File: config.mk
export PLATFORM = sky130hd
export DESIGN_NAME = bus_arbiter2_flat
export DESIGN_NICKNAME = d
export VERILOG_FILES = /design/src/rtl/bus_arbiter2_if.sv /design/src/rtl/bus_arbiter2.sv /design/src/flat_wrapper.sv
export SDC_FILE = /design/constraint.sdc
export NUM_CORES = 1
export LEC_CHECK = 0
export ABC_AREA = 1
export CAP_MARGIN = 15
export CELL_PAD_IN_SITES_DETAIL_PLACEMENT = 0
export CELL_PAD_IN_SITES_GLOBAL_PLACEMENT = 1
export CORE_UTILIZATION = 25
export DETAILED_ROUTE_END_ITERATION = 8
export PLACE_DENSITY = 0.58
export SETUP_SLACK_MARGIN = 0.5
export SYNTH_ARGS = -nofsm -noshare
export SYNTH_HDL_FRONTEND = slang
export SYNTH_SLANG_ARGS = --single-unit
File: constraint.sdc
create_clock -name clk -period 2.8 [get_ports clk]
set_input_delay 0.42 -clock clk [delete_from_list [all_inputs] [get_ports clk]]
set_output_delay 0.42 -clock clk [all_outputs]
set_load 0.02 [all_outputs]
File: src/rtl/bus_arbiter2_if.sv
`default_nettype none
// ============================================================================
//  Module   : bus_arbiter2_if
//  Purpose  : Handshake and ownership signals between two requesters, the
//             shared memory write port and the bus_arbiter2 sequencer.
//  Revision : 1.0  initial release
// ============================================================================
interface bus_arbiter2_if;
    logic a_valid;
    logic a_last;
    logic a_ready;
    logic b_valid;
    logic b_last;
    logic b_ready;
    logic mem_valid;
    logic mem_last;
    logic mem_ready;
    logic sel;
    logic grant_a;
    logic grant_b;
    logic busy;

    // Requester/memory side: drives requests and memory acceptance.
    modport master (
        output a_valid, a_last, b_valid, b_last, mem_ready,
        input  a_ready, b_ready, mem_valid, mem_last, sel, grant_a, grant_b, busy
    );

    // Arbiter side.
    modport slave (
        input  a_valid, a_last, b_valid, b_last, mem_ready,
        output a_ready, b_ready, mem_valid, mem_last, sel, grant_a, grant_b, busy
    );
endinterface
`default_nettype wire

File: src/rtl/bus_arbiter2.sv
`default_nettype none
// ============================================================================
//  Module   : bus_arbiter2
//  Purpose  : Two-requester round-robin arbiter for a shared 16-bit memory
//             write port; sequences valid/ready and burst ownership.
//  Revision : 1.0  initial release
// ============================================================================
module bus_arbiter2 #(
    parameter int MAX_BURST    = 8,
    parameter int IDLE_TIMEOUT = 16
) (
    input  wire logic       clk,
    input  wire logic       reset,
    bus_arbiter2_if.slave   bus
);

    localparam logic [7:0] c_beat_last = 8'(MAX_BURST - 1);
    localparam logic [7:0] c_idle_last = 8'(IDLE_TIMEOUT - 1);

    typedef enum logic [1:0] {
        ST_IDLE  = 2'd0,
        ST_GNT_A = 2'd1,
        ST_GNT_B = 2'd2
    } state_t;

    state_t     r_state;
    state_t     w_next_state;
    logic       r_sel;
    logic       r_grant_a;
    logic       r_grant_b;
    logic       r_last_grant;   // 0 = A was served last, 1 = B
    logic [7:0] r_beat_cnt;
    logic [7:0] r_idle_cnt;

    logic       w_owner_valid;
    logic       w_owner_last;
    logic       w_beat;
    logic       w_release;
    logic       w_a_ready;
    logic       w_b_ready;
    logic       w_mem_valid;
    logic       w_mem_last;

    // Owner pass-through; outputs are forced low while reset is sampled so
    // no beat can complete in the reset cycle.
    always_comb begin
        w_owner_valid = 1'b0;
        w_owner_last  = 1'b0;
        w_a_ready     = 1'b0;
        w_b_ready     = 1'b0;
        case (r_state)
            ST_GNT_A: begin
                w_owner_valid = bus.a_valid;
                w_owner_last  = bus.a_last;
                w_a_ready     = bus.mem_ready & ~reset;
            end
            ST_GNT_B: begin
                w_owner_valid = bus.b_valid;
                w_owner_last  = bus.b_last;
                w_b_ready     = bus.mem_ready & ~reset;
            end
            default: ;
        endcase
        w_mem_valid = w_owner_valid & ~reset;
        w_mem_last  = w_owner_last & ~reset;
        w_beat      = w_owner_valid & bus.mem_ready;
        w_release   = (r_state != ST_IDLE) &&
                      ((w_beat && (w_owner_last || r_beat_cnt == c_beat_last)) ||
                       (!w_owner_valid && r_idle_cnt == c_idle_last));
    end

    always_comb begin
        w_next_state = r_state;
        case (r_state)
            ST_IDLE: begin
                if (bus.a_valid && (!bus.b_valid || r_last_grant))
                    w_next_state = ST_GNT_A;
                else if (bus.b_valid)
                    w_next_state = ST_GNT_B;
            end
            ST_GNT_A: begin
                if (w_release)
                    w_next_state = bus.b_valid ? ST_GNT_B : ST_IDLE;
            end
            ST_GNT_B: begin
                if (w_release)
                    w_next_state = bus.a_valid ? ST_GNT_A : ST_IDLE;
            end
            default: w_next_state = ST_IDLE;
        endcase
    end

    always_ff @(posedge clk) begin
        if (reset) begin
            r_state      <= ST_IDLE;
            r_sel        <= 1'b0;
            r_grant_a    <= 1'b0;
            r_grant_b    <= 1'b0;
            r_last_grant <= 1'b1;
            r_beat_cnt   <= 8'd0;
            r_idle_cnt   <= 8'd0;
        end else begin
            r_state   <= w_next_state;
            r_grant_a <= (w_next_state == ST_GNT_A);
            r_grant_b <= (w_next_state == ST_GNT_B);
            // sel keeps its last value through IDLE so the mux does not toggle needlessly
            if (w_next_state == ST_GNT_B)
                r_sel <= 1'b1;
            else if (w_next_state == ST_GNT_A)
                r_sel <= 1'b0;

            if (w_release) begin
                r_last_grant <= (r_state == ST_GNT_B);
                r_beat_cnt   <= 8'd0;
                r_idle_cnt   <= 8'd0;
            end else if (r_state == ST_IDLE) begin
                r_beat_cnt   <= 8'd0;
                r_idle_cnt   <= 8'd0;
            end else begin
                if (w_beat)
                    r_beat_cnt <= r_beat_cnt + 8'd1;
                r_idle_cnt <= w_owner_valid ? 8'd0 : r_idle_cnt + 8'd1;
            end
        end
    end

    assign bus.a_ready   = w_a_ready;
    assign bus.b_ready   = w_b_ready;
    assign bus.mem_valid = w_mem_valid;
    assign bus.mem_last  = w_mem_last;
    assign bus.sel       = r_sel;
    assign bus.grant_a   = r_grant_a;
    assign bus.grant_b   = r_grant_b;
    assign bus.busy      = r_grant_a | r_grant_b;

endmodule
`default_nettype wire
File: src/flat_wrapper.sv
// flat-port wrapper written by rule: the top's interface ports become plain ports
module bus_arbiter2_flat 
#(
    parameter int MAX_BURST    = 8,
    parameter int IDLE_TIMEOUT = 16
)
  (clk, reset, bus_a_valid, bus_a_last, bus_b_valid, bus_b_last, bus_mem_ready, bus_a_ready, bus_b_ready, bus_mem_valid, bus_mem_last, bus_sel, bus_grant_a, bus_grant_b, bus_busy);
  bus_arbiter2_if bus_i ();
  input  wire logic clk;
  input  wire logic reset;
  input wire logic [$bits(bus_i.a_valid)-1:0] bus_a_valid;
  input wire logic [$bits(bus_i.a_last)-1:0] bus_a_last;
  input wire logic [$bits(bus_i.b_valid)-1:0] bus_b_valid;
  input wire logic [$bits(bus_i.b_last)-1:0] bus_b_last;
  input wire logic [$bits(bus_i.mem_ready)-1:0] bus_mem_ready;
  output wire logic [$bits(bus_i.a_ready)-1:0] bus_a_ready;
  output wire logic [$bits(bus_i.b_ready)-1:0] bus_b_ready;
  output wire logic [$bits(bus_i.mem_valid)-1:0] bus_mem_valid;
  output wire logic [$bits(bus_i.mem_last)-1:0] bus_mem_last;
  output wire logic [$bits(bus_i.sel)-1:0] bus_sel;
  output wire logic [$bits(bus_i.grant_a)-1:0] bus_grant_a;
  output wire logic [$bits(bus_i.grant_b)-1:0] bus_grant_b;
  output wire logic [$bits(bus_i.busy)-1:0] bus_busy;
  assign bus_i.a_valid = bus_a_valid;
  assign bus_i.a_last = bus_a_last;
  assign bus_i.b_valid = bus_b_valid;
  assign bus_i.b_last = bus_b_last;
  assign bus_i.mem_ready = bus_mem_ready;
  assign bus_a_ready = bus_i.a_ready;
  assign bus_b_ready = bus_i.b_ready;
  assign bus_mem_valid = bus_i.mem_valid;
  assign bus_mem_last = bus_i.mem_last;
  assign bus_sel = bus_i.sel;
  assign bus_grant_a = bus_i.grant_a;
  assign bus_grant_b = bus_i.grant_b;
  assign bus_busy = bus_i.busy;
  bus_arbiter2 #(.MAX_BURST(MAX_BURST), .IDLE_TIMEOUT(IDLE_TIMEOUT)) u_core (.clk(clk), .reset(reset), .bus(bus_i));
endmodule
==> Yosys cells after proc, flatten, opt, wreduce, memory -nomap -nowiden <==
Index checks and enable logic that the tools add are counted.
{ "word_totals": {"inputBits": 7, "elab_cells": 48, "romBits": 0, "ram_bits": 0, "latch_bits": 0, "mem_count": 0, "out_inout_bits": 8, "reg_bits": 22} }
{ "op_classes": {"eq_ne": 6, "muxes": 13, "add_sub_neg": 2, "div_mod_pow": 0, "n_reduce_logical": 14, "mul": 0, "n_lt_le_gt_ge": 0, "n_bitwise": 6, "shift": 0} }
{ "op_table": {"columns": ["cell", "n"], "rows": [
  ["$add 8x1->8 const B", 2],
  ["$mux 2", 5],
  ["$eq 8x3->1 const B", 1],
  ["$eq 8x4->1 const B", 1],
  ["$pmux 2 s3", 1],
  ["$mux 1", 5],
  ["$and 1x1->1", 4],
  ["$eq 2x1->1 const B", 2],
  ["$eq 2x2->1 const B", 2],
  ["$logic_and 1x1->1", 4],
  ["$pmux 1 s2", 2],
  ["$reduce_bool 2->1", 2],
  ["$reduce_or 4->1", 1],
  ["$logic_or 1x1->1", 3],
  ["$reduce_or 3->1", 1],
  ["$logic_not 1->1", 2],
  ["$logic_not 2->1", 1],
  ["$not 1->1", 1],
  ["$or 1x1->1", 1]
]} }

==> Logic depth before layout (Yosys ltp) <==
Gate-level depths: netlist of run 1.
{ "depth": {"depth_word": 11, "mapped_depth": 20, "depth_no_buf": 20} }

==> Least setup slack after synthesis of run 1 <==
Ideal clock, no wire load.
{ "synth_timing": {"path_kind": "reg-to-reg", "start": "register u_core.r_state[1]", "end": "register u_core.r_sel (netlist: u_core.bus.sel)", "setup_time_ns": 0.130, "period_less_slack_ns": 2.100, "setup_slack_ns": 0.700, "arrival_ns": 1.970, "path_stages_with_launch": 18, "t_required_ns": 2.670, "path_cell_list": "dfxtp_1 > inv_1 > ha_1 > nand2_4 > nor2_8 > nand2_1 > nand2_2 > nand2_4 > nand3_1 > nand2_1 > inv_1 > nand2_1 > nand2_2 > inv_1 > ha_1 > nor2_1 > a21oi_1 > nor2_1"} }
{ "synth_via": {"elab_chain_len": 10, "elab_cells_between_ends": 22, "cone_classes": "eq/ne: 4; mux: 8; bitwise: 1; reduce/logical: 9"} }
{ "synth_lines": {"columns": ["item", "line", "source"], "rows": [
  ["start, declared", "bus_arbiter2.sv:26", "state_t r_state;"],
  ["start signal, assigned", "bus_arbiter2.sv:103", "r_state <= w_next_state;"],
  ["$eq 2x2->1 / $eq 2x1->1 (equally long branches)", "bus_arbiter2.sv:51, bus_arbiter2.sv:74", null],
  ["$pmux 1 s2", "bus_arbiter2.sv:51", "case (r_state)"],
  ["$and 1x1->1 (tied with other cells)", "bus_arbiter2.sv:66", "w_beat = w_owner_valid & bus.mem_ready;"],
  ["$logic_and 1x1->1, on equally long branches", "bus_arbiter2.sv:68, bus_arbiter2.sv:69", null],
  ["$logic_or 1x1->1", "bus_arbiter2.sv:68", "((w_beat && (w_owner_last || r_beat_cnt == c_beat_last)) ||"],
  ["$logic_and 1x1->1", "bus_arbiter2.sv:67", "w_release = (r_state != ST_IDLE) &&"],
  ["$mux 2, on equally long branches", "bus_arbiter2.sv:86, bus_arbiter2.sv:82", null],
  ["$pmux 2 s3 *", "bus_arbiter2.sv:74", "case (r_state)"],
  ["via u_core.w_next_state[1]", "bus_arbiter2.sv:27", "state_t w_next_state;"],
  ["$eq 2x2->1 / $eq 2x1->1 (equally long branches)", "bus_arbiter2.sv:107, bus_arbiter2.sv:109", null],
  ["$mux 1 / $reduce_bool 2->1 (equally long branches)", null, null],
  ["end signal, assigned", "bus_arbiter2.sv:96", "r_sel <= 1'b0;"],
  ["end signal, assigned", "bus_arbiter2.sv:108", "r_sel <= 1'b1;"],
  ["end signal, assigned", "bus_arbiter2.sv:110", "r_sel <= 1'b0;"],
  ["end, declared", "bus_arbiter2.sv:28", "logic r_sel;"]
]} }
Mark *: on every way through the listed nets, which the timed path passes. The rest lies on a longest branch.
A chain may end at the register's enable or synchronous reset.

==> Worst setup path in the final report of run 1 <==
{ "layout_timing": {"start": "register u_core.r_state[0]", "end": "register u_core.r_sel (netlist: u_core.bus.sel)"} }
Same word-level chain as after synthesis.

==> impl_metrics.yaml, run 1 <==
status:
  outcome: "finished, final reports clean"
logic_synthesis:
  synth_edf_count: 0
  async_flop_share_pct: 0
  synthesis.area_um2: 1160
  yosysSeqAreaShare_pct: 38.0
  ys_top_cells_by_area: "dfxtp_1 (38%), ha_1 (8.6%), nor2_1 (7.8%)"
  ys.warnings.count: 0
  synth.avg_cell_area_um2: 7.78
  synth_common_cells: "nor2_1 (24), dfxtp_1 (22), nand2_1 (21), inv_1 (19), nand3_1 (11)"
  synth_ff_type: "dfxtp_1"
  syn_inst: 149
  synth_top_cell_by_area: "dfxtp_1"
  synth-seq-cells: 22
  post_synth_num_cell_types: 26
  synth.most_common_cell: "nor2_1"
  synth_top_area_share_pct: 38.0
  syn_nets: 164
flow_run:
  drv_cap: 0
sta:
  hold_violations: 0
  setup_viol: 0
  grt_setup_unrepaired: "yes"
  max_slew_margin_pct: 69.0
  clock-skew-final_ns: 0.00337
  tightest_slew_ns: 0.465
  timing.final.crit_share_pct: 78.0
  slew_violations: 0
  max_freq_mhz: 458
  finalSetupTns_ns: 0
  min_period_ns: 2.18
routing:
  drt_iter0_drc: 38
  post_drt_wl_per_cell_um: 10.2
  wl_um: 2280
  dr.pass1.iters: 4
  postRouteAntennaNets: 0
  drc: 0
  vias_per_cell: 4.46
  vias: 999
floorplanning:
  die_w_um: 70.1
  core_um2: 4410
  initial_utilization_pct: 26.2
  row_count: 24
  die_h_um: 70.1
  die_area_um2: 4910
  ioPinCount: 15
global_route:
  antenna_found_initial: 0
  grt_max_degree: 12
  track_usage_pct: 9.81
  grt.overflow.total: 0
  grt_pass1_wl_um: 3890
  grt_pass1_vias: 912
power:
  seqPwrFrac_pct: 50.3
  p_sw_share_pct: 27.6
  powerDensity_nw_per_um2: 437
  combPwrFrac_pct: 20.1
  p_int_mw: 0.476
  p_sw_mw: 0.182
  peakVddDrop_mv: 0.154
  pwr-share-clk_pct: 29.7
  power_leakage_nw: 0.670
final_layout:
  fillers: 468
  diodes: 0
  final_cells: 224
  drive_above_1_share_pct: 17.4
  finish.net_count: 189
  syn_to_final_growth_pct: 29.8
placement:
  gp_congestion: 0.811
  placed_cells: 214
  dp_hpwl_um: 1660
  io_buffers: 14
critical_path:
  cp_common_cell: "nand2_1"
  crit_path_end_kind: "flop"
  critPathKind: "flop to flop"
  critical_path.max_fanout: 7
  critPathRequiredTime_ns: 2.94
  cp_slowest_cell: "dfxtp_2"
  cp_cell_sequence: "inv_4 > ha_4 > nand2_1 > nand2_2 > nand2_4 > nor2_8 > nand2_1 > nand2_2 > nand2_4 > nand3_1 > nand2_1 > inv_1 > nand2_1 > nand2_2 > inv_1 > ha_1 > nor2_1 > a21oi_1 > nor2_1"
  cp_top_family: "simple AND/OR/NAND/NOR gates"
  crit_buf_inv: 3
  crit_arrival_ns: 2.32
  worstSetupStartpointType: "flop"
  cpPeakStageDelay_ns: 0.36
clock_tree:
  cts-root-buf: "clkbuf_8"
  cts-buffers-inserted: 3
  clk_pin_slew_worst_paths_ns: 0.08
  cts.path.max_buffers: 2
  clock_latency_ns: 0.26
  holdBufCountCts: 0
  cts-htree-levels: 1
  cts_sinks: 22
  cts_tree: "yes"
min_path:
  min_path_type: "flop to flop"
## power by group through the flow
stage / Combinational [mW] / Sequential [mW] / Clock, mW
floorplan: 0.0720 / 0.338 / 0
global placement: 0.115 / 0.334 / 0
detailed placement: 0.114 / 0.335 / 0
CTS: 0.124 / 0.329 / 0.203
global route: 0.145 / 0.332 / 0.218
finish: 0.132 / 0.330 / 0.195
## layer usage
| layer | share of wire, % | up-vias | global-route usage (%) |
|---|---|---|---|
| met2 | 46 | 14 | 16.1 |
| li1 | - | 528 | - |
| met3 | 3.3 | 2 | 3.03 |
| met5 | 0 | - | 0 |
| met1 | 50 | 455 | 12.4 |
| met4 | 0.75 | 0 | 2.67 |
## flip-flops by register name, indices dropped and copies added (netlist names)
register and count:
u_core.r_state 2, u_core.r_last_grant 1, u_core.bus.sel 1, u_core.r_idle_cnt 8, u_core.bus.grant_a 1, u_core.r_beat_cnt 8, u_core.bus.grant_b 1
## cell usage in the layout (no fill, tap or decap)
cell type,count
a31oi_1,1
nor2_4,1
a211oi_1,1
dfxtp_1,20
clkbuf_8,3
nand3_2,2
a211o_1,1
inv_4,2
nand2_2,4
dlygate4sd2_1,4
ha_4,3
nand2_1,21
and3_1,1
dlymetal6s2s_1,3
or2_2,1
nor2_1,24
xor2_1,5
dfxtp_2,1
nand4_1,3
nand3_1,11
dfxtp_4,1
buf_4,7
nor2_2,2
nand2_4,2
nor3_1,3
clkdlybuf4s50_1,7
a21oi_1,5
ha_1,5
o211ai_1,1
inv_1,17
o21ai_0,4
nor3b_1,1
nor2_8,1
xnor2_1,4
## worst reg2reg max path: stages, from the launching register on
cell,delay (ns)
dfxtp_2,0.36
inv_4,0.10
ha_4,0.15
nand2_1,0.07
nand2_2,0.08
nand2_4,0.08
nor2_8,0.12
nand2_1,0.07
nand2_2,0.10
nand2_4,0.09
nand3_1,0.08
nand2_1,0.05
inv_1,0.05
nand2_1,0.05
nand2_2,0.09
inv_1,0.05
ha_1,0.29
nor2_1,0.05
a21oi_1,0.11
nor2_1,0.05
## cell type report
type | count | area [um2] | share of cell area, %
Inverter | 19 | 76.3 | 5.07
Clock buffer | 3 | 41.3 | 2.75
Sequential cell | 22 | 445 | 29.6
Timing Repair Buffer | 21 | 195 | 13.0
Tap cell | 52 | 65.1 | 4.33
Multi-Input combinational cell | 107 | 681 | 45.3
## logic make-up after synthesis
family	synth area share [%]
AOI/OAI and AO/OA	6.48
xor gates and xnor gates	6.80
adders and majority gates	8.64
and+or+nand+nor	33.6
DFF	38.0
buffers and inverters	6.48
## stage by stage
step	hold WS [ns]	setup slack (ns)	cell area (um2)	util, %	power [mW]
finish	0.453	0.617	1500	34.1	0.657
global route	0.500	0.461	1500	34.1	0.695
CTS	0.460	0.505	1430	32.5	0.657
detailed placement	0.448	0.230	1360	30.8	0.449
global placement	0.429	0.253	1360	30.8	0.450
floorplan	0.418	0.700	1160	-	0.410
## worst paths after layout
path | startpoint | endpoint | slack [ns] | cells after the start
setup / recovery | u_core.r_state[0]$_SDFF_PP0_ | u_core.bus.sel$_SDFFE_PP0P_ | 0.62 | 19
hold / removal | u_core.r_idle_cnt[0]$_SDFF_PP0_ | u_core.r_idle_cnt[0]$_SDFF_PP0_ | 0.45 | 1
setup reg to reg | u_core.r_state[0]$_SDFF_PP0_ | u_core.bus.sel$_SDFFE_PP0P_ | 0.62 | 19
hold reg to reg | u_core.r_idle_cnt[0]$_SDFF_PP0_ | u_core.r_idle_cnt[0]$_SDFF_PP0_ | 0.45 | 1
## repair_timing
item,CTS,global route
pin swaps,0,3
gates resized for setup,12,7
buffers inserted,1,6
setup endpoints to repair,5,2
Power figures use the tool's default switching activity.
==> run 2: changes to the inputs <==
PLACE_DENSITY = 0.6   (was 0.58)
clock period = 1.8 ns   (was 2.8 ns; I/O delays follow)
==> run 2 against run 1 <==
Against the previous run: the run now ends with setup timing left; clock skew is 0.0062 ns higher; register-to-register slack worse by 0.87 ns; non-clock buffer count is 33 higher; clock power is 110% higher; cell count is 15% higher; critical path type unchanged; largest cell class unchanged.
==> impl_metrics.yaml, run 2 (synthesis gave the netlist of run 1 again) <==
status:
  outcome: "complete, but fails checks"
  violations: "setup timing"
placement:
  gp_congestion: 0.780
  io_buffers: 14
  place_area_um2: 1660
  dp_hpwl_um: 2100
final_layout:
  drive_above_1_share_pct: 44.2
  finish.net_count: 222
  fin_util_pct: 42.3
  final_cell_mix: "buf_4 (37), dfxtp_1 (20), nor2_1 (19)"
  diodes: 0
  syn_to_final_growth_pct: 61.3
  top_regs: "u_core.r_beat_cnt x8, u_core.r_idle_cnt x8, u_core.r_state x2"
  layout.cells.most_common: "buf_4"
  fin_area_um2: 1870
sta:
  max_slew_margin_pct: 81.9
  timing.final.crit_share_pct: 114
  hold_violations: 0
  clock-skew-final_ns: 0.00962
  finalWorstSetupSlack_ns: -0.258
  slew_violations: 0
  holdWs_ns: 0.482
  max_freq_mhz: 486
  finalSetupTns_ns: -2.37
  tightest_slew_ns: 0.270
  min_period_ns: 2.06
  setup_viol: 21
  grt_setup_unrepaired: "yes"
global_route:
  antenna_found_initial: 0
  grt_pass1_wl_um: 4750
  grt_pass1_vias: 1123
  grt_max_degree: 14
  grt.overflow.total: 0
  track_usage_pct: 12.1
clock_tree:
  cts.path.max_buffers: 2
  cts-htree-levels: 1
  cts-root-buf: "clkbuf_8"
  clk_pin_slew_worst_paths_ns: 0.09
  clock_latency_ns: 0.27
  cts_sinks: 22
  cts-buffers-inserted: 3
  holdBufCountCts: 0
  cts_tree: "yes"
critical_path:
  setup.worst_path.start: "u_core.r_state[0]$_SDFF_PP0_"
  critical_path.max_fanout: 5
  reg2reg_from: "u_core.r_state[0]$_SDFF_PP0_"
  crit_arrival_ns: 2.22
  critPathRequiredTime_ns: 1.97
  worstSetupStartpointType: "flop"
  critPathKind: "flop to flop"
  crit_path_end_kind: "flop"
routing:
  drt_iter0_drc: 33
  post_drt_wl_per_cell_um: 10.8
  vias: 1123
  drc: 0
  dr.pass1.iters: 3
  wl_um: 2780
  vias_per_cell: 4.35
  postRouteAntennaNets: 0
floorplanning:
  die_h_um: 70.1
  row_count: 24
  core_um2: 4410
  die_w_um: 70.1
  die_area_um2: 4910
  ioPinCount: 15
  initial_utilization_pct: 26.2
flow_run:
  drv_cap: 0
power:
  powerDensity_nw_per_um2: 664
  power_mw: 1.24
  peakVddDrop_mv: 0.194
  power_leakage_nw: 0.828
min_path:
  min_from: "u_core.r_last_grant$_SDFFE_PP1P_"
  min_path_type: "flop to flop"
run 2: cell count changes in the layout (fill, tap and decap cells not counted), sizes merged:
cell	change
buf	+38
dlymetal6s2s	-3
clkbuf	+1
clkdlybuf4s50	-1
dlygate4sd2	-1
run 2: report_power, final:
group	switching (mW)	total, mW	leakage (nW)	internal (mW)
Sequential	0.0127	0.513	0.179	0.500
Combinational	0.152	0.309	0.615	0.157
Clock	0.178	0.419	0.0339	0.242
Total	0.342	1.24	0.828	0.899
run 2: stage by stage:
step	cells	setup slack (ns)
6_report	258	-0.258
5_1_grt	258	-0.391
4_1_cts	254	-0.217
3_5_place_dp	244	-0.407
3_3_place_gp	244	-0.343
2_1_floorplan	149	-0.167
run 2: worst max-delay path: stages (launching register included):
cell	delay, ns
dfxtp_4	0.38
inv_4	0.08
ha_4	0.16
nand2_2	0.05
nand2_2	0.07
nand2_4	0.08
nor2_8	0.11
nand2_2	0.05
nand2_2	0.09
nand2_4	0.08
nor2_4	0.12
nand2_1	0.06
nand3_2	0.06
nand2_2	0.08
ha_4	0.29
nor2_2	0.04
a21oi_2	0.09
nor2_1	0.05
run 2: path summary, 6_finish.rpt:
check                                     end  cells past startpoint  slack [ns]
max               u_core.bus.sel$_SDFFE_PP0P_                     17       -0.26
min          u_core.r_last_grant$_SDFFE_PP1P_                      1        0.48
max reg2reg       u_core.bus.sel$_SDFFE_PP0P_                     17       -0.26
min reg2reg  u_core.r_last_grant$_SDFFE_PP1P_                      1        0.48
run 2: metal layers:
metal | global-route usage, % | wire length, um | vias up
met1 | 13.9 | 1220 | 517
met2 | 22.0 | 1460 | 10
met4 | 4.67 | 33 | 0
met5 | 0 | 0 | -
li1 | - | - | 592
met3 | 2.31 | 56 | 4
run 2: layout make-up:
cell class | count | area (um2)
clock buffer | 4 | 66.3
timing repair buffer | 54 | 448
fill | 436 | 2540
multi-input combinational | 107 | 761
tap | 52 | 65.1
inverter | 19 | 81.3
sequential | 22 | 448
run 2: timing repair:
action / CTS / global route
setup endpoints to repair: 30 / 27
pin swaps: 7 / 13
resized for setup: 33 / 22
setup buffers: 6 / 4
==> run 3: changes to the inputs <==
CELL_PAD_IN_SITES_GLOBAL_PLACEMENT = 2   (was 1)
PLACE_DENSITY = 0.69   (was 0.6)
clock period = 1.9 ns   (was 1.8 ns; I/O delays follow)
==> run 3 against run 2 <==
Against the previous run: the run still ends with setup timing left; sequential share of layout area shrank 0.11 points; final area increased by 0.74%; maximum frequency grew 3.8%; first-iteration DRC count rose by 9.1%; hold slack got worse by 0.0015 ns; power decreased by 12%; wire length shrank 3.6%; critical path depth is 3 lower; sequential power decreased by 5.3%; sequential cell count unchanged.
==> impl_metrics.yaml, run 3 (synthesis gave the netlist of run 1 again) <==
critical_path:
  worstSetupStartpointType: "flop"
  cp_cell_sequence: "inv_4 > ha_4 > nand2_4 > nor2_8 > nand2_4 > nand2_4 > nand2_4 > buf_4 > buf_4 > buf_6 > buf_6 > nand3_2 > buf_4 > nor2_1"
  crit_path_end_kind: "flop"
  cpPeakStageDelay_ns: 0.39
  cp_common_cell: "nand2_4"
  crit_arrival_ns: 2.14
  critical_path.max_fanout: 8
  critPathRequiredTime_ns: 2.06
  critPathKind: "flop to flop"
  cp_slowest_cell: "dfxtp_4"
floorplanning:
  ioPinCount: 15
  die_w_um: 70.1
  row_count: 24
  initial_utilization_pct: 26.2
  die_area_um2: 4910
  core_um2: 4410
  die_h_um: 70.1
placement:
  post-place-ws_ns: -0.277
  placed_cells: 239
  place_area_um2: 1620
  dp_hpwl_um: 2000
  gp_congestion: 0.777
  io_buffers: 14
routing:
  post_drt_wl_per_cell_um: 10.5
  drt_iter0_drc: 36
  dr.pass1.iters: 4
  postRouteAntennaNets: 0
  vias: 1132
  wl_um: 2680
  vias_per_cell: 4.42
  drc: 0
clock_tree:
  cts.path.max_buffers: 2
  cts-root-buf: "clkbuf_8"
  cts_sinks: 22
  cts-htree-levels: 1
  clk_pin_slew_worst_paths_ns: 0.08
  clock_latency_ns: 0.26
  cts_tree: "yes"
  cts-buffers-inserted: 3
status:
  outcome: "complete, but fails checks"
  violations: "setup timing"
final_layout:
  layout.cells.most_common: "buf_4"
  syn_to_final_growth_pct: 62.5
  drive_above_1_share_pct: 47.5
  final_cells: 256
  final_cell_mix: "buf_4 (33), dfxtp_1 (19), nor2_1 (16), nand2_1 (16), inv_1 (11)"
  fillers: 446
  diodes: 0
  fin_area_um2: 1880
  multi_input_area_um2: 791
  fin_util_pct: 42.7
  ff_latch_area_um2: 449
  top_regs: "u_core.r_beat_cnt x8, u_core.r_idle_cnt x8, u_core.r_state x2"
  finish.net_count: 220
global_route:
  track_usage_pct: 11.5
  grt_max_degree: 13
  antenna_found_initial: 0
  grt_pass1_vias: 1079
  grt.overflow.total: 0
  grt_pass1_wl_um: 4540
sta:
  grt_setup_unrepaired: "yes"
  clock-skew-final_ns: 0.00158
  holdWs_ns: 0.480
  finalWorstSetupSlack_ns: -0.0816
  slew_violations: 0
  max_slew_margin_pct: 71.4
  hold_violations: 0
  setup_viol: 12
  tightest_slew_ns: 0.429
  finalSetupTns_ns: -0.712
  max_freq_mhz: 505
  timing.final.crit_share_pct: 104
  min_period_ns: 1.98
min_path:
  min_path_type: "flop to flop"
power:
  power_leakage_nw: 0.837
  peakVddDrop_mv: 0.448
  power_mw: 1.10
  powerDensity_nw_per_um2: 582
flow_run:
  drv_cap: 0
## run 3: changes by cell type in the layout (fill, tap and decap cells not counted), sizes merged
cell,change
dlygate4sd2,+1
clkdlybuf4s50,-1
buf,-2
## run 3: worst max-delay path: cells and delay by family (launching register included)
family                     cells  cell delay [ns]
buffers and inverters          6             0.66
and+or+nand+nor                7             0.53
DFF                            1             0.39
adders and majority gates      1             0.28
## run 3: report_power, final
group	internal (mW)	switching, mW	leakage, nW
sequential	0.474	0.0117	0.180
clock	0.185	0.149	0.0288
combinational	0.138	0.139	0.628
## run 3: final timing paths
kind | startpoint | endpoint | slack (ns) | cells after the start
min | u_core.r_last_grant$_SDFFE_PP1P_ | u_core.r_last_grant$_SDFFE_PP1P_ | 0.48 | 1
max reg2reg | u_core.r_state[0]$_SDFF_PP0_ | u_core.r_beat_cnt[2]$_SDFFE_PP0N_ | -0.08 | 14
max | u_core.r_state[0]$_SDFF_PP0_ | u_core.r_beat_cnt[2]$_SDFFE_PP0N_ | -0.08 | 14
min reg2reg | u_core.r_last_grant$_SDFFE_PP1P_ | u_core.r_last_grant$_SDFFE_PP1P_ | 0.48 | 1
## run 3: layout make-up
type	instances	area share [%]
multi-input combinational	107	42.0
clock buffer	4	2.92
tap	52	3.46
sequential	22	23.9
timing repair buffer	52	23.3
inverter	19	4.45
## run 3: repair_timing
| item | CTS | global route |
|---|---|---|
| buffers inserted | 9 | 4 |
| pin swaps | 4 | 7 |
| endpoints found under the setup margin | 30 | 26 |
| resized for setup | 50 | 20 |
| hold buffers | 0 | 0 |
## run 3: layer usage
layer  part of all wire [%]  vias to the layer above  GRT usage, %
met2                     55                       14          21.4
met4                   0.75                        0          2.67
li1                       -                      585             -
met1                     41                      531          12.8
met5                      0                        -             0
met3                    2.7                        2          3.17
==> edit: new RTL, settings of run 1 <==
Re-encode `state_t` (3 states) as one-hot, 3 bits wide.
--- a/src/rtl/bus_arbiter2.sv
+++ b/src/rtl/bus_arbiter2.sv
@@ -17,10 +17,10 @@
     localparam logic [7:0] c_beat_last = 8'(MAX_BURST - 1);
     localparam logic [7:0] c_idle_last = 8'(IDLE_TIMEOUT - 1);
 
-    typedef enum logic [1:0] {
-        ST_IDLE  = 2'd0,
-        ST_GNT_A = 2'd1,
-        ST_GNT_B = 2'd2
+    typedef enum logic [2:0] {
+        ST_IDLE  = 3'b001,
+        ST_GNT_A = 3'b010,
+        ST_GNT_B = 3'b100
     } state_t;
 
     state_t     r_state;
Formal check against the unedited RTL: same outputs for any inputs over 10 cycles, from zero or initial values and one cycle with reset high; not proved beyond that.
==> edit against run 1 <==
Critical path depth shrank 16. Non-clock buffer count shrank 7. Area after synthesis grew 4.5%. Count of clock-buffer cells in the layout grew 1. Critical endpoint is now bus_mem_last. Global-route usage grew 1.1 points. Core utilization down 1.7 points. Critical path type is now in2out. Total power is 3.5% higher. Worst setup slack worse by 0.048 ns. Sequential share of layout area rose by 2.0 points. Sequential cell count rose by 1. Design area down 3.0%. Routed wire length up 10%.
==> edit: results (changes against run 1) <==
stage,metric,value,unit,change
cells_and_area,nNonClkInverters,24,,+5
critical_path,crit_arrival,1.81,ns,-0.51 ns
logic_synthesis,syn_area_per_cell,7.476,um^2,-3.9%
cells_and_area,final_util,0.3239,,-0.01681
cells_and_area,buffers,14,,-33%
place,gp_congestion,0.8163,,+0.62%
sta,fin_worst_skew,0.001695,ns,-0.001679 ns
place,dp_hpwl,1.978,mm,+19%
drt,wl_per_cell,10.87,um,+6.9%
drt,wl,2.510,mm,+10%
cells_and_area,clkCellAreaFrac,0.03087,,+0.003420
drt,wl_met3,67,um,-9.5%
logic_synthesis,synthTopCellsByCount,"nand2_1 (28), dfxtp_1 (23), inv_1 (19)",,
place,post-place-ws,0.3201,ns,+0.08969 ns
clock_network,cts_resized,3,,-9
logic_synthesis,netlist_instances,162,,+8.7%
critical_path,r2r-start,u_core.r_idle_cnt[0]$_SDFF_PP0_,,
critical_path,critPathLaunchType,input pin,,
clock_network,numClockSinks,23,,+4.5%
drt,wl_met2,1.116,mm,+7.1%
drt,drt-pass1-iter-count,4,,unchanged
global_routing,grt_max_degree,13,,+1
global_routing,grt_pass1_vias,1005,,+10%
cells_and_area,n_fill_cell,496,,+6.0%
cells_and_area,reg.largest.list,"u_core.r_beat_cnt (8), u_core.r_idle_cnt (8), u_core.r_state (3)",,
logic_synthesis,synth.area.top_cells,"dfxtp_1 (38%), nand2_1 (8.7%), inv_1 (5.9%)",,
global_routing,globalRouteMet2Util,0.1803,,+0.01897
cells_and_area,num-multi-input-gates,114,,+6.5%
cells_and_area,multiInputGateArea,656.9,um^2,-3.5%
status,outcome,finished clean,,
global_routing,grt_util_met3,0.02110,,-0.009206
logic_synthesis,yosysSeqAreaShare,0.3802,,about the same
critical_path,crit_start,reset,,
global_routing,grt_pass1_wl,4.395,mm,+13%
global_routing,grtUsageMet1,0.1430,,+0.01932
global_routing,grt.total_usage,0.1086,,+0.01052
critical_path,crit_fanout,9,,+2
logic_synthesis,synth_cell_type_count,32,,+23%
place,dp_cells,227,,+6.1%
[edit: critical path, stage by stage]
cell and delay, ns:
clkdlybuf4s50_1 0.57, a21oi_1 0.19, clkdlybuf4s50_1 0.63
[edit: cells by family (layout without fill, tap and decap cells)]
group,Yosys count,in the layout,synth area share
simple gates,87,87,0.3905
buf+inv,25,42,0.07747
flops,23,23,0.3802
compound gates,22,22,0.1095
xor+xnor,3,3,0.02170
fa+ha+maj,2,2,0.02066
[edit: final timing paths]
kind / end / slack, ns / cells after the start
min reg2reg: u_core.r_idle_cnt[0]$_SDFF_PP0_ / 0.45 / 1
max reg2reg: u_core.r_idle_cnt[3]$_SDFF_PP0_ / 1.13 / 8
min: u_core.r_idle_cnt[0]$_SDFF_PP0_ / 0.45 / 1
max: bus_mem_last / 0.57 / 3
[edit: report_power, final]
part	internal, uW	total (uW)	switching [uW]
Clock	101	201	99.9
Combinational	46.5	126	79.5
Sequential	340	353	12.9
Total	488	680	192
